File: src/rtl/fb_port_arbiter.sv
// fb_port_arbiter
// Shares the single-port 320x240 frame-buffer BRAM between three requesters:
//   - display read path (highest priority, held request, combinational grant)
//   - camera write stream (no backpressure, buffered in a small FIFO)
//   - inverse-perspective transform engine (read or write, held request)
// One registered BRAM command is issued per cycle at most. Read data comes
// back two cycles after the grant and is steered by a 2-stage tag pipe.
//
// Ports:
//   clk, reset                      clock, async active-high reset
//   i_cam_we/i_cam_addr/i_cam_data  camera write stream
//   i_rd_req/i_rd_addr, o_rd_gnt    display read request / accept
//   o_rd_valid/o_rd_data            display read return
//   i_tf_req/i_tf_we/i_tf_addr/i_tf_data, o_tf_gnt  transform request / accept
//   o_tf_rvalid/o_tf_rdata          transform read return
//   o_mem_en/o_mem_we/o_mem_addr/o_mem_wdata        registered BRAM command
//   i_mem_rdata                     BRAM read data (one cycle after command)
//   o_overflow                      sticky camera-drop flag
//   o_drop_cnt                      saturating dropped-write counter
//
// Build option: define FB_ARB_DROP_CNT_EN to include the drop counter;
// otherwise o_drop_cnt is tied to zero.

module fb_port_arbiter #(
    parameter int FIFO_DEPTH = 8,
    parameter int HIGH_WATER = 6,
    parameter int DATA_W     = 12,
    parameter int ADDR_W     = 17
) (
    input  logic              clk,
    input  logic              reset,
    input  logic              i_cam_we,
    input  logic [ADDR_W-1:0] i_cam_addr,
    input  logic [DATA_W-1:0] i_cam_data,
    input  logic              i_rd_req,
    input  logic [ADDR_W-1:0] i_rd_addr,
    output logic              o_rd_gnt,
    output logic              o_rd_valid,
    output logic [DATA_W-1:0] o_rd_data,
    input  logic              i_tf_req,
    input  logic              i_tf_we,
    input  logic [ADDR_W-1:0] i_tf_addr,
    input  logic [DATA_W-1:0] i_tf_data,
    output logic              o_tf_gnt,
    output logic              o_tf_rvalid,
    output logic [DATA_W-1:0] o_tf_rdata,
    output logic              o_mem_en,
    output logic              o_mem_we,
    output logic [ADDR_W-1:0] o_mem_addr,
    output logic [DATA_W-1:0] o_mem_wdata,
    input  logic [DATA_W-1:0] i_mem_rdata,
    output logic              o_overflow,
    output logic [15:0]       o_drop_cnt
);

    localparam int PTR_W = $clog2(FIFO_DEPTH);
    localparam int CNT_W = PTR_W + 1;

    typedef enum logic [1:0] {TAG_NONE, TAG_RD, TAG_TF} tag_t;
    typedef enum logic {RR_CAM, RR_TF} rr_t;

    // Camera FIFO storage and bookkeeping
    logic [ADDR_W+DATA_W-1:0] fifo_mem [FIFO_DEPTH];
    logic [PTR_W-1:0]         wr_ptr;
    logic [PTR_W-1:0]         rd_ptr;
    logic [CNT_W-1:0]         fifo_count;
    logic                     fifo_empty;
    logic                     fifo_full;
    logic                     fifo_high;
    logic [ADDR_W+DATA_W-1:0] head_word;
    logic [ADDR_W-1:0]        head_addr;
    logic [DATA_W-1:0]        head_data;
    logic                     push;
    logic                     pop;
    logic                     drop;

    // Grant and round-robin state
    rr_t  rr_q;
    rr_t  rr_d;
    logic rd_gnt;
    logic cam_gnt;
    logic tf_gnt;

    // Return-path tag pipe
    tag_t tag_issue;
    tag_t tag_q1;
    tag_t tag_q2;

    assign fifo_empty = (fifo_count == '0);
    assign fifo_full  = (fifo_count == CNT_W'(FIFO_DEPTH));
    assign fifo_high  = (fifo_count >= CNT_W'(HIGH_WATER));
    assign head_word  = fifo_mem[rd_ptr];
    assign head_addr  = head_word[DATA_W +: ADDR_W];
    assign head_data  = head_word[DATA_W-1:0];

    // A full FIFO still accepts a write when its head is popped this cycle.
    assign pop  = cam_gnt;
    assign push = i_cam_we && (!fifo_full || pop);
    assign drop = i_cam_we && fifo_full && !pop;

    // Grant selection: display first, then a nearly full camera FIFO,
    // otherwise alternate between camera and transform.
    always_comb begin
        rd_gnt  = 1'b0;
        cam_gnt = 1'b0;
        tf_gnt  = 1'b0;
        if (i_rd_req) begin
            rd_gnt = 1'b1;
        end else if (fifo_high) begin
            cam_gnt = 1'b1;
        end else if (rr_q == RR_CAM) begin
            if (!fifo_empty)   cam_gnt = 1'b1;
            else if (i_tf_req) tf_gnt  = 1'b1;
        end else begin
            if (i_tf_req)         tf_gnt  = 1'b1;
            else if (!fifo_empty) cam_gnt = 1'b1;
        end
    end

    assign o_rd_gnt = rd_gnt;
    assign o_tf_gnt = tf_gnt;

    // Round-robin pointer points away from whoever was just served;
    // high-water camera grants count as camera service too.
    always_comb begin
        rr_d = rr_q;
        if (cam_gnt)     rr_d = RR_TF;
        else if (tf_gnt) rr_d = RR_CAM;
    end

    // Round-robin pointer register, favouring the camera after reset
    always_ff @(posedge clk or posedge reset) begin
        if (reset) rr_q <= RR_CAM;
        else       rr_q <= rr_d;
    end

    // FIFO payload array; contents need no reset because the pointers do
    always_ff @(posedge clk) begin
        if (push) fifo_mem[wr_ptr] <= {i_cam_addr, i_cam_data};
    end

    // FIFO pointers and occupancy; power-of-two depth lets pointers wrap freely
    always_ff @(posedge clk or posedge reset) begin
        if (reset) begin
            wr_ptr     <= '0;
            rd_ptr     <= '0;
            fifo_count <= '0;
        end else begin
            if (push) wr_ptr <= wr_ptr + PTR_W'(1);
            if (pop)  rd_ptr <= rd_ptr + PTR_W'(1);
            unique case ({push, pop})
                2'b10:   fifo_count <= fifo_count + CNT_W'(1);
                2'b01:   fifo_count <= fifo_count - CNT_W'(1);
                default: fifo_count <= fifo_count;
            endcase
        end
    end

    // Registered BRAM command; address/data hold over idle cycles
    always_ff @(posedge clk or posedge reset) begin
        if (reset) begin
            o_mem_en    <= 1'b0;
            o_mem_we    <= 1'b0;
            o_mem_addr  <= '0;
            o_mem_wdata <= '0;
        end else begin
            o_mem_en <= rd_gnt || cam_gnt || tf_gnt;
            if (rd_gnt) begin
                o_mem_we   <= 1'b0;
                o_mem_addr <= i_rd_addr;
            end else if (cam_gnt) begin
                o_mem_we    <= 1'b1;
                o_mem_addr  <= head_addr;
                o_mem_wdata <= head_data;
            end else if (tf_gnt) begin
                o_mem_we    <= i_tf_we;
                o_mem_addr  <= i_tf_addr;
                o_mem_wdata <= i_tf_data;
            end else begin
                o_mem_we <= 1'b0;
            end
        end
    end

    // Tag for the command being granted now; only reads need a return tag
    always_comb begin
        tag_issue = TAG_NONE;
        if (rd_gnt)                  tag_issue = TAG_RD;
        else if (tf_gnt && !i_tf_we) tag_issue = TAG_TF;
    end

    // Two-stage tag pipe aligns with the BRAM's one-cycle read latency
    always_ff @(posedge clk or posedge reset) begin
        if (reset) begin
            tag_q1 <= TAG_NONE;
            tag_q2 <= TAG_NONE;
        end else begin
            tag_q1 <= tag_issue;
            tag_q2 <= tag_q1;
        end
    end

    assign o_rd_valid  = (tag_q2 == TAG_RD);
    assign o_tf_rvalid = (tag_q2 == TAG_TF);
    assign o_rd_data   = o_rd_valid  ? i_mem_rdata : '0;
    assign o_tf_rdata  = o_tf_rvalid ? i_mem_rdata : '0;

    // Sticky overflow flag, cleared only by reset
    always_ff @(posedge clk or posedge reset) begin
        if (reset)     o_overflow <= 1'b0;
        else if (drop) o_overflow <= 1'b1;
    end

`ifdef FB_ARB_DROP_CNT_EN
    logic [15:0] drop_cnt_q;

    // Saturating count of dropped camera writes
    always_ff @(posedge clk or posedge reset) begin
        if (reset)                             drop_cnt_q <= '0;
        else if (drop && drop_cnt_q != 16'hFFFF) drop_cnt_q <= drop_cnt_q + 16'd1;
    end

    assign o_drop_cnt = drop_cnt_q;
`else
    assign o_drop_cnt = '0;
`endif

endmodule

File: config.mk
export PLATFORM = sky130hd
export DESIGN_NAME = fb_port_arbiter
export DESIGN_NICKNAME = d
export VERILOG_FILES = /design/src/rtl/fb_port_arbiter.sv
export SDC_FILE = /design/constraint.sdc
export NUM_CORES = 1
export LEC_CHECK = 0
export CORE_UTILIZATION = 58
export DETAILED_ROUTE_END_ITERATION = 10
export HOLD_SLACK_MARGIN = 0.12
export PLACE_DENSITY_LB_ADDON = 0.05
export SYNTH_ARGS = -nofsm -noshare
export SYNTH_HDL_FRONTEND = slang
export SYNTH_SLANG_ARGS = --single-unit
File: constraint.sdc
create_clock -name clk -period 7.7 [get_ports clk]
set_input_delay 1.54 -clock clk [delete_from_list [all_inputs] [get_ports clk]]
set_output_delay 1.54 -clock clk [all_outputs]
set_load 0.005 [all_outputs]
== Yosys cells after proc, flatten, opt, wreduce, memory -nomap -nowiden ==
Memory sizes are Yosys's and may differ from the RTL's.
Index checks and enable logic that the tools add are counted.
W data, S select, Z words.

* Add/sub/neg operators: 4
* Magnitude comparators: 1
* Equality and inequality tests: 5
* Mux-type cells: 28
* Bitwise logic cells: 1
* Reduce and logical (&&, ||, !) cells: 15

{| class="wikitable"
|+ Operators by type and width
! kind !! count
|-
| $mux W17 || 3
|-
| $mux W12 || 4
|-
| $mux W1 || 18
|-
| $pmux W4 S2 || 1
|-
| $add A3 B1 Y3 const B || 2
|-
| $add A4 B1 Y4 const B || 1
|-
| $eq A2 B1 Y1 const B || 2
|-
| $eq A2 B2 Y1 const B || 2
|-
| $eq A4 B4 Y1 const B || 1
|-
| $ge A4 B3 Y1 const B || 1
|-
| $logic_and A1 B1 Y1 || 4
|-
| $logic_not A4 Y1 || 1
|-
| $mux W2 || 2
|-
| $reduce_bool A2 Y1 || 2
|-
| $sub A4 B1 Y4 const B || 1
|-
| $logic_not A1 Y1 || 3
|-
| $logic_or A1 B1 Y1 || 3
|-
| $reduce_bool A3 Y1 || 1
|-
| $reduce_and A2 Y1 || 1
|-
| $not A1 Y1 || 1
|}

* Flip-flop bits (word level): 47
* Memory bits (writable): 232
* Input bits: 93
* Output and inout bits: 76
* Memories kept: 1

{| class="wikitable"
|+ Memory list
! name !! depth !! width !! rd ports !! clocked after memory_dff !! write ports !! line !! source
|-
| fifo_mem || 8 || 29 || 1 || 0 || 1 || 63 || <nowiki>logic [ADDR_W+DATA_W-1:0] fifo_mem [FIFO_DEPTH];</nowiki>
|}

== Longest topological paths before layout ==
Gate-level depths: netlist of the first run.

* Depth in word-level cells: 10
* Gate-level depth with buffers: 10
* Depth with buffers taken out: 9

== Least setup slack after synthesis of the first run ==
Ideal clock, no wire load.

* Path kind: input-to-reg
* Start: in i_rd_req
* End: mem fifo_mem[0][0] (netlist name) (enable)
* Data arrival time: 4.784 ns
* Data required time: 7.212 ns
* Path slack: 2.428 ns
* Stages on the path: 3
* Path buffers: 1
* Cells stage by stage: clkbuf_1 -> a21bo_1 -> nor4_1

* Cells in the longest elaborated chain, start to end: 5

{| class="wikitable"
|+ RTL lines
! what !! line !! source
|-
| start, declared || 35 || <nowiki>input logic i_rd_req,</nowiki>
|-
| $mux W1 || 107 || <nowiki>if (i_rd_req) begin</nowiki>
|-
| $logic_or A1 B1 Y1 || 98 || <nowiki>assign push = i_cam_we && (!fifo_full || pop);</nowiki>
|-
| $logic_and A1 B1 Y1 || 98 ||
|-
| $mux W1 || 139 || <nowiki>if (push) fifo_mem[wr_ptr] <= {i_cam_addr, i_cam_data};</nowiki>
|-
| $mux W1 (implied by the code) || 139 ||
|-
| end, declared || 63 ||
|}

Every way passes these cells.

== Final worst setup path of the first run ==
* Start: in i_rd_req
* End: out o_tf_gnt

* Cells in the longest elaborated chain, start to end: 1

{| class="wikitable"
|+ RTL lines
! what !! line !! source
|-
| $mux W1 || 107 ||
|-
| end, declared || 44 || <nowiki>output logic o_tf_gnt,</nowiki>
|}

Every way passes these cells.

==> flow_summary.toml, run 1 <==
[logic_synthesis]
synth_edf_count = 232
ys_seq_area_share_pct = 71.7
synth_cell_types = 44
synth_seq_cells = 279
async_flop_share_pct = 16.8
syn_avg_cell_area_um2 = 18.9
yosysWarnings = 0
syn_area_um2 = 11400
synth_flop_cell = "edfxtp_1"
syn_inst = 602

[floorplan]
die_height_um = 142
die_x_um = 142
num_rows = 50
core_um2 = 19000
dieArea_um2 = 20100
io_pins = 169
start_util_pct = 59.9

[setup_path]
cpMostUsedCell = "clkdlybuf4s50_1"
path_class = "input port to output pin"
crit_fanout = 22
required_ps = 6160
crit_arrival_ps = 3470
crit_chain = "clkdlybuf4s50_1 -> nor3b_2 -> clkdlybuf4s50_1"
critPathSlowestCell = "clkdlybuf4s50_1"
start_kind = "input port"
crit_path_end_kind = "output pin"
reg2reg_slack_ps = 4830
slowest_delay_ps = 950

[detailed_routing]
totalWireLength_um = 24300
wire_per_inst_um = 23.3
vias = 6139
ant_nets = 0
routed_via_density = 5.90
drc = 0
first_pass_iters = 5
drtIter0Drc = 398

[cts]
cts.sinks = 279
clk_pin_slew_ps = 60
htree_levels = 1
cts_buffers = 27
worst_skew_pair.late_latency_ps = 520
ctsHoldBuffers = 0
cts_tree = "done"
cts-resized-gates = 0
root_buffer = "clkbuf_16"
clockBufferDepth = 3
post_cts_buffers = 0

[layout]
final_common_cell = "edfxtp_1"
final_cell_mix = "edfxtp_1 (232), clkdlybuf4s50_1 (152), dfrtp_1 (44)"
syn2layout_area_growth_pct = 22.7
drive_gt1_share_pct = 15.5
fin_nets = 856
fillCellCount = 1135

[timing]
rsz0062_at_grt = "false"
fin_crit_sh_pct = 65.1
relSlewSlack_pct = 12.8
period_needed_ps = 5010
finalMaxSlewViolations = 0
tns_ps = 0
tightest_slew_ps = 1300
whs_ps = 351
hold_viol_final = 0
setup_violations = 0
fmax_mhz = 200
skew_ps = 7.23

[worst_hold_path]
holdCritPathClass = "flop to flop"

[placed_design]
gp_congestion = 0.805
place_hpwl_um = 14800
port_buffers = 152

[power]
total_power_w = 0.00472
powerDensity_nw_per_um2 = 339
vdd_drop_max_v = 0.000249
p_leak_nw = 4.81

[grt]
overflow = 0
antenna_found_initial = 1
grt_pass1_vias = 6378
grt_pass1_wl_um = 36700
grt_usage_pct = 25.1
grt_max_degree = 48

[flow_run]
cap_violations = 0

[status]
status = "complete, no violations"
-- state kept, by name (all words and copies together), names as in the netlist, 2 cells and up --
register	count
tag_q2	2
o_mem_wdata	12
fifo_count	4
wr_ptr	3
o_mem_addr	17
rd_ptr	3
fifo_mem	232
tag_q1	2
-- cells in the mapped netlist, types with 2 or more instances --
library cell	n	area (um^2)
nor3_1	5	25.0
nand2b_1	2	12.5
inv_1	12	45.0
mux4_2	41	923
or3_1	2	12.5
a22o_1	11	96.3
dfrtp_1	47	1180
mux2_2	12	135
buf_2	10	50.1
nand2_1	23	86.3
clkbuf_1	10	37.5
o31ai_1	12	90.1
nor2_1	19	71.3
a221oi_1	6	52.6
and2_1	24	150
ha_1	3	37.5
o21ai_0	2	10.0
edfxtp_1	232	6970
xnor2_1	6	52.6
a211oi_1	12	90.1
mux2i_1	10	100
buf_4	22	165
a21oi_1	2	10.0
o22ai_1	7	43.8
nor2b_1	17	106
buf_6	8	90.1
a221o_1	12	120
mux4_1	17	447
-- metrics by stage --
stage               setup slack [ps]  cell area [um^2]  instances  utilization [%]
finish                          2690             13900       1041             73.5
global route                    2640             13900       1041             73.5
floorplan                       2430             11400        617                -
detailed placement              2740             13100        991             68.9
global placement                2800             13100        991             68.9
CTS                             2730             13900       1040             73.5
-- where the power goes --
| group | total [W] | switching [W] | leakage, nW | internal, W |
|---|---|---|---|---|
| sequential | 0.00213 | 0.000202 | 2.67 | 0.00193 |
| clock | 0.00127 | 0.000523 | 0.418 | 0.000750 |
| combinational | 0.00131 | 0.000615 | 1.72 | 0.000695 |
-- final timing paths --
check                                       from                        end  cells after the start
setup / recovery                        i_rd_req                   o_tf_gnt                      3
hold / removal               tag_q1[1]$_DFF_PP0_        tag_q2[1]$_DFF_PP0_                      0
setup reg to reg           rd_ptr[0]$_DFFE_PP0N_  o_mem_addr[8]$_DFFE_PP0P_                      4
hold reg to reg              tag_q1[1]$_DFF_PP0_        tag_q2[1]$_DFF_PP0_                      0
max in group asynchronous                  reset      rd_ptr[1]$_DFFE_PP0N_                      3
min in group asynchronous                  reset  o_mem_addr[2]$_DFFE_PP0P_                      3
-- metal layers --
metal / wire [um] / global-route usage [%]
met1: 9520 / 31.9
met2: 12700 / 44.3
met3: 1500 / 4.22
met5: 0 / 0
met4: 595 / 8.43
-- kinds of logic (layout without fill, tap and decap cells) --
logic type               Yosys count  count (layout)  share of synthesized area [%]
multiplexers                      80              80                           14.1
AND/OR/NAND/NOR                   99              99                           4.58
other                              1              17                         0.0330
XOR/XNOR                           6               6                          0.463
flip-flops                       279             279                           71.7
AO/OA/AOI/OAI                     71              71                           5.24
adder cells (fa/ha/maj)            3               3                          0.331
buffers and inverters             63             226                           3.48
-- final cells by class --
class / count / area, um^2 / area share [%]
sequential: 279 / 8150 / 58.5
multi-input combinational: 275 / 2930 / 21.1
timing repair buffer: 165 / 1620 / 11.6
clock buffer: 32 / 704 / 5.06
tap: 260 / 325 / 2.33
clock inverter: 17 / 156 / 1.12
inverter: 12 / 45.0 / 0.323
antenna: 1 / 2.50 / 0.0180
-- worst max-delay path: cells and delay by family --
kind,cells,cell delay (ps)
buffers and inverters,2,1500
and+or+nand+nor,1,420
(Power assumes the default switching activity.)
==> run 2: changes to the inputs <==
--- a/config.mk
+++ b/config.mk
@@ -5,7 +5,7 @@
 export SDC_FILE = /design/constraint.sdc
 export NUM_CORES = 1
 export LEC_CHECK = 0
-export CORE_UTILIZATION = 58
+export CORE_UTILIZATION = 54
 export DETAILED_ROUTE_END_ITERATION = 10
 export HOLD_SLACK_MARGIN = 0.12
 export PLACE_DENSITY_LB_ADDON = 0.05
==> constraint.sdc (replaced) <==
create_clock -name clk -period 4.9 [get_ports clk]
set_input_delay 0.98 -clock clk [delete_from_list [all_inputs] [get_ports clk]]
set_output_delay 0.98 -clock clk [all_outputs]
set_load 0.005 [all_outputs]
==> run 2 against run 1 <==
  * Die area grew 7.3%
  * Critical path depth rose by 2
  * Global-route usage decreased by 3.2 points
  * First-iteration DRC count rose by 13%
  * Non-clock buffer count up 7
  * Sequential cell count stayed put
  * Clock skew rose by 4.4 ps
  * Routed wire length down 5.1%
  * Setup slack lost 1500 ps
  * Cell count up 1.7%
==> flow_summary.toml, run 2 (synthesis results as in run 1) <==
[grt]
grt_max_degree = 48
grt_pass1_wl_um = 35700
grt_pass1_vias = 6281
grt_usage_pct = 21.9
antenna_found_initial = 0
overflow = 0

[status]
status = "complete, no violations"

[worst_hold_path]
holdPathEnd = "tag_q2[0]$_DFF_PP0_"
holdCritPathClass = "flop to flop"
hold_start = "tag_q1[0]$_DFF_PP0_"
hold_depth = 0

[power]
powerDensity_nw_per_um2 = 525
vdd_drop_max_v = 0.000354
p_leak_nw = 4.84

[timing]
skew_ps = 11.6
fmax_mhz = 272
fin_crit_sh_pct = 75.2
whs_ps = 349
finalMaxSlewViolations = 0
rsz0062_at_grt = "false"
period_needed_ps = 3680
tightest_slew_ps = 1120
hold_viol_final = 0
tns_ps = 0
finalWorstSetupSlack_ps = 1220
relSlewSlack_pct = 25.7
setup_violations = 0

[placed_design]
pre_cts_slack_ps = 1220
place_inst = 1008
port_buffers = 152
post_dp_cell_area_um2 = 13200
place_hpwl_um = 15000
gp_congestion = 0.850

[detailed_routing]
drtIter0Drc = 448
wire_per_inst_um = 21.8
first_pass_iters = 5
ant_nets = 0
routed_via_density = 5.76
drc = 0
totalWireLength_um = 23100
vias = 6095

[setup_path]
reg2reg_depth = 5
crit_path_end_kind = "output pin"
reg2reg_slack_ps = 2080
path_class = "input port to output pin"
r2r-end = "o_mem_wdata[1]$_DFFE_PP0P_"
crit_arrival_ps = 2700
start_kind = "input port"
required_ps = 3920
crit_fanout = 4
reg2reg_from = "rd_ptr[1]$_DFFE_PP0N_"

[floorplan]
dieArea_um2 = 21600
die_x_um = 147
start_util_pct = 55.6
core_um2 = 20400
num_rows = 52
die_height_um = 147
io_pins = 169

[layout]
largest_reg_flops = 232
drive_gt1_share_pct = 16.1
fin_area_um2 = 14000
reg_top3 = "fifo_mem: 232 flops, o_mem_addr: 17 flops, o_mem_wdata: 12 flops"
insertedDiodeCount = 0
fin_nets = 864
final_cells = 1059
final_common_cell = "edfxtp_1"
syn2layout_area_growth_pct = 23.4
final_cell_mix = "edfxtp_1 (232), clkdlybuf4s50_1 (152), dfrtp_1 (44)"
fillCellCount = 1353
regMostFlops = "fifo_mem"

[flow_run]
cap_violations = 0

[cts]
post_cts_buffers = 0
root_buffer = "clkbuf_16"
cts-resized-gates = 0
cts.sinks = 279
ctsHoldBuffers = 0
cts_tree = "done"
clockBufferDepth = 3
clk_pin_slew_ps = 60
cts_buffers = 28
htree_levels = 1
worst_skew_pair.late_latency_ps = 530
run 2: cell count changes in the layout (fill, tap and decap cells not counted), sizes merged:
cell	delta
buf	+7
bufinv	-3
clkbuf	+12
clkinv	-6
clkinvlp	-1
diode	-1
run 2: routing by layer:
| metal | GRT usage, % | vias to the layer above | share of wire, % |
|---|---|---|---|
| met4 | 5.26 | 0 | 1.2 |
| met5 | 0 | - | 0 |
| met1 | 30.4 | 3107 | 42 |
| met3 | 3.11 | 25 | 6.3 |
| met2 | 37.3 | 237 | 51 |
| li1 | - | 2726 | - |
run 2: worst max-delay path by stage:
| stage | from | end | slack [ps] | cells after the start |
|---|---|---|---|---|
| finish | i_tf_req | o_tf_gnt | 1220 | 5 |
| global route | i_tf_req | o_tf_gnt | 1090 | 5 |
| CTS | i_tf_req | o_tf_gnt | 1210 | 5 |
| detailed placement | i_tf_req | o_tf_gnt | 1220 | 5 |
| global placement | i_tf_req | o_tf_gnt | 1250 | 5 |
| floorplan | i_rd_req | fifo_mem[0][0]$_DFFE_PP_ | 190 | 3 |
run 2: layout make-up:
cell class              instances  area (um^2)  area share [%]
flip-flops and latches        279         8150            58.2
clock buffers                  44          812            5.80
inverters                      12         45.0           0.322
clock inverters                 7         35.0           0.250
well taps                     270          338            2.41
multi-input cells             275         2930            20.9
repair buffers                172         1700            12.1
run 2: worst max-delay path, cell delays in order:
cell,delay (ps)
clkdlybuf4s50_1,590
o2bb2ai_1,250
a21oi_1,140
nor3b_2,210
clkdlybuf4s50_1,530
run 2: through the flow:
step                      util (%)  power, W
after detailed placement      64.4   0.00550
after CTS                     68.6   0.00744
after global placement        64.4   0.00544
final                         68.6   0.00735
after global routing          68.6   0.00769
after floorplan                  -   0.00470
run 2: power by group:
group	switching (W)	leakage, nW	internal (W)
combinational	0.000920	1.77	0.00112
sequential	0.000342	2.67	0.00303
clock	0.000808	0.412	0.00113
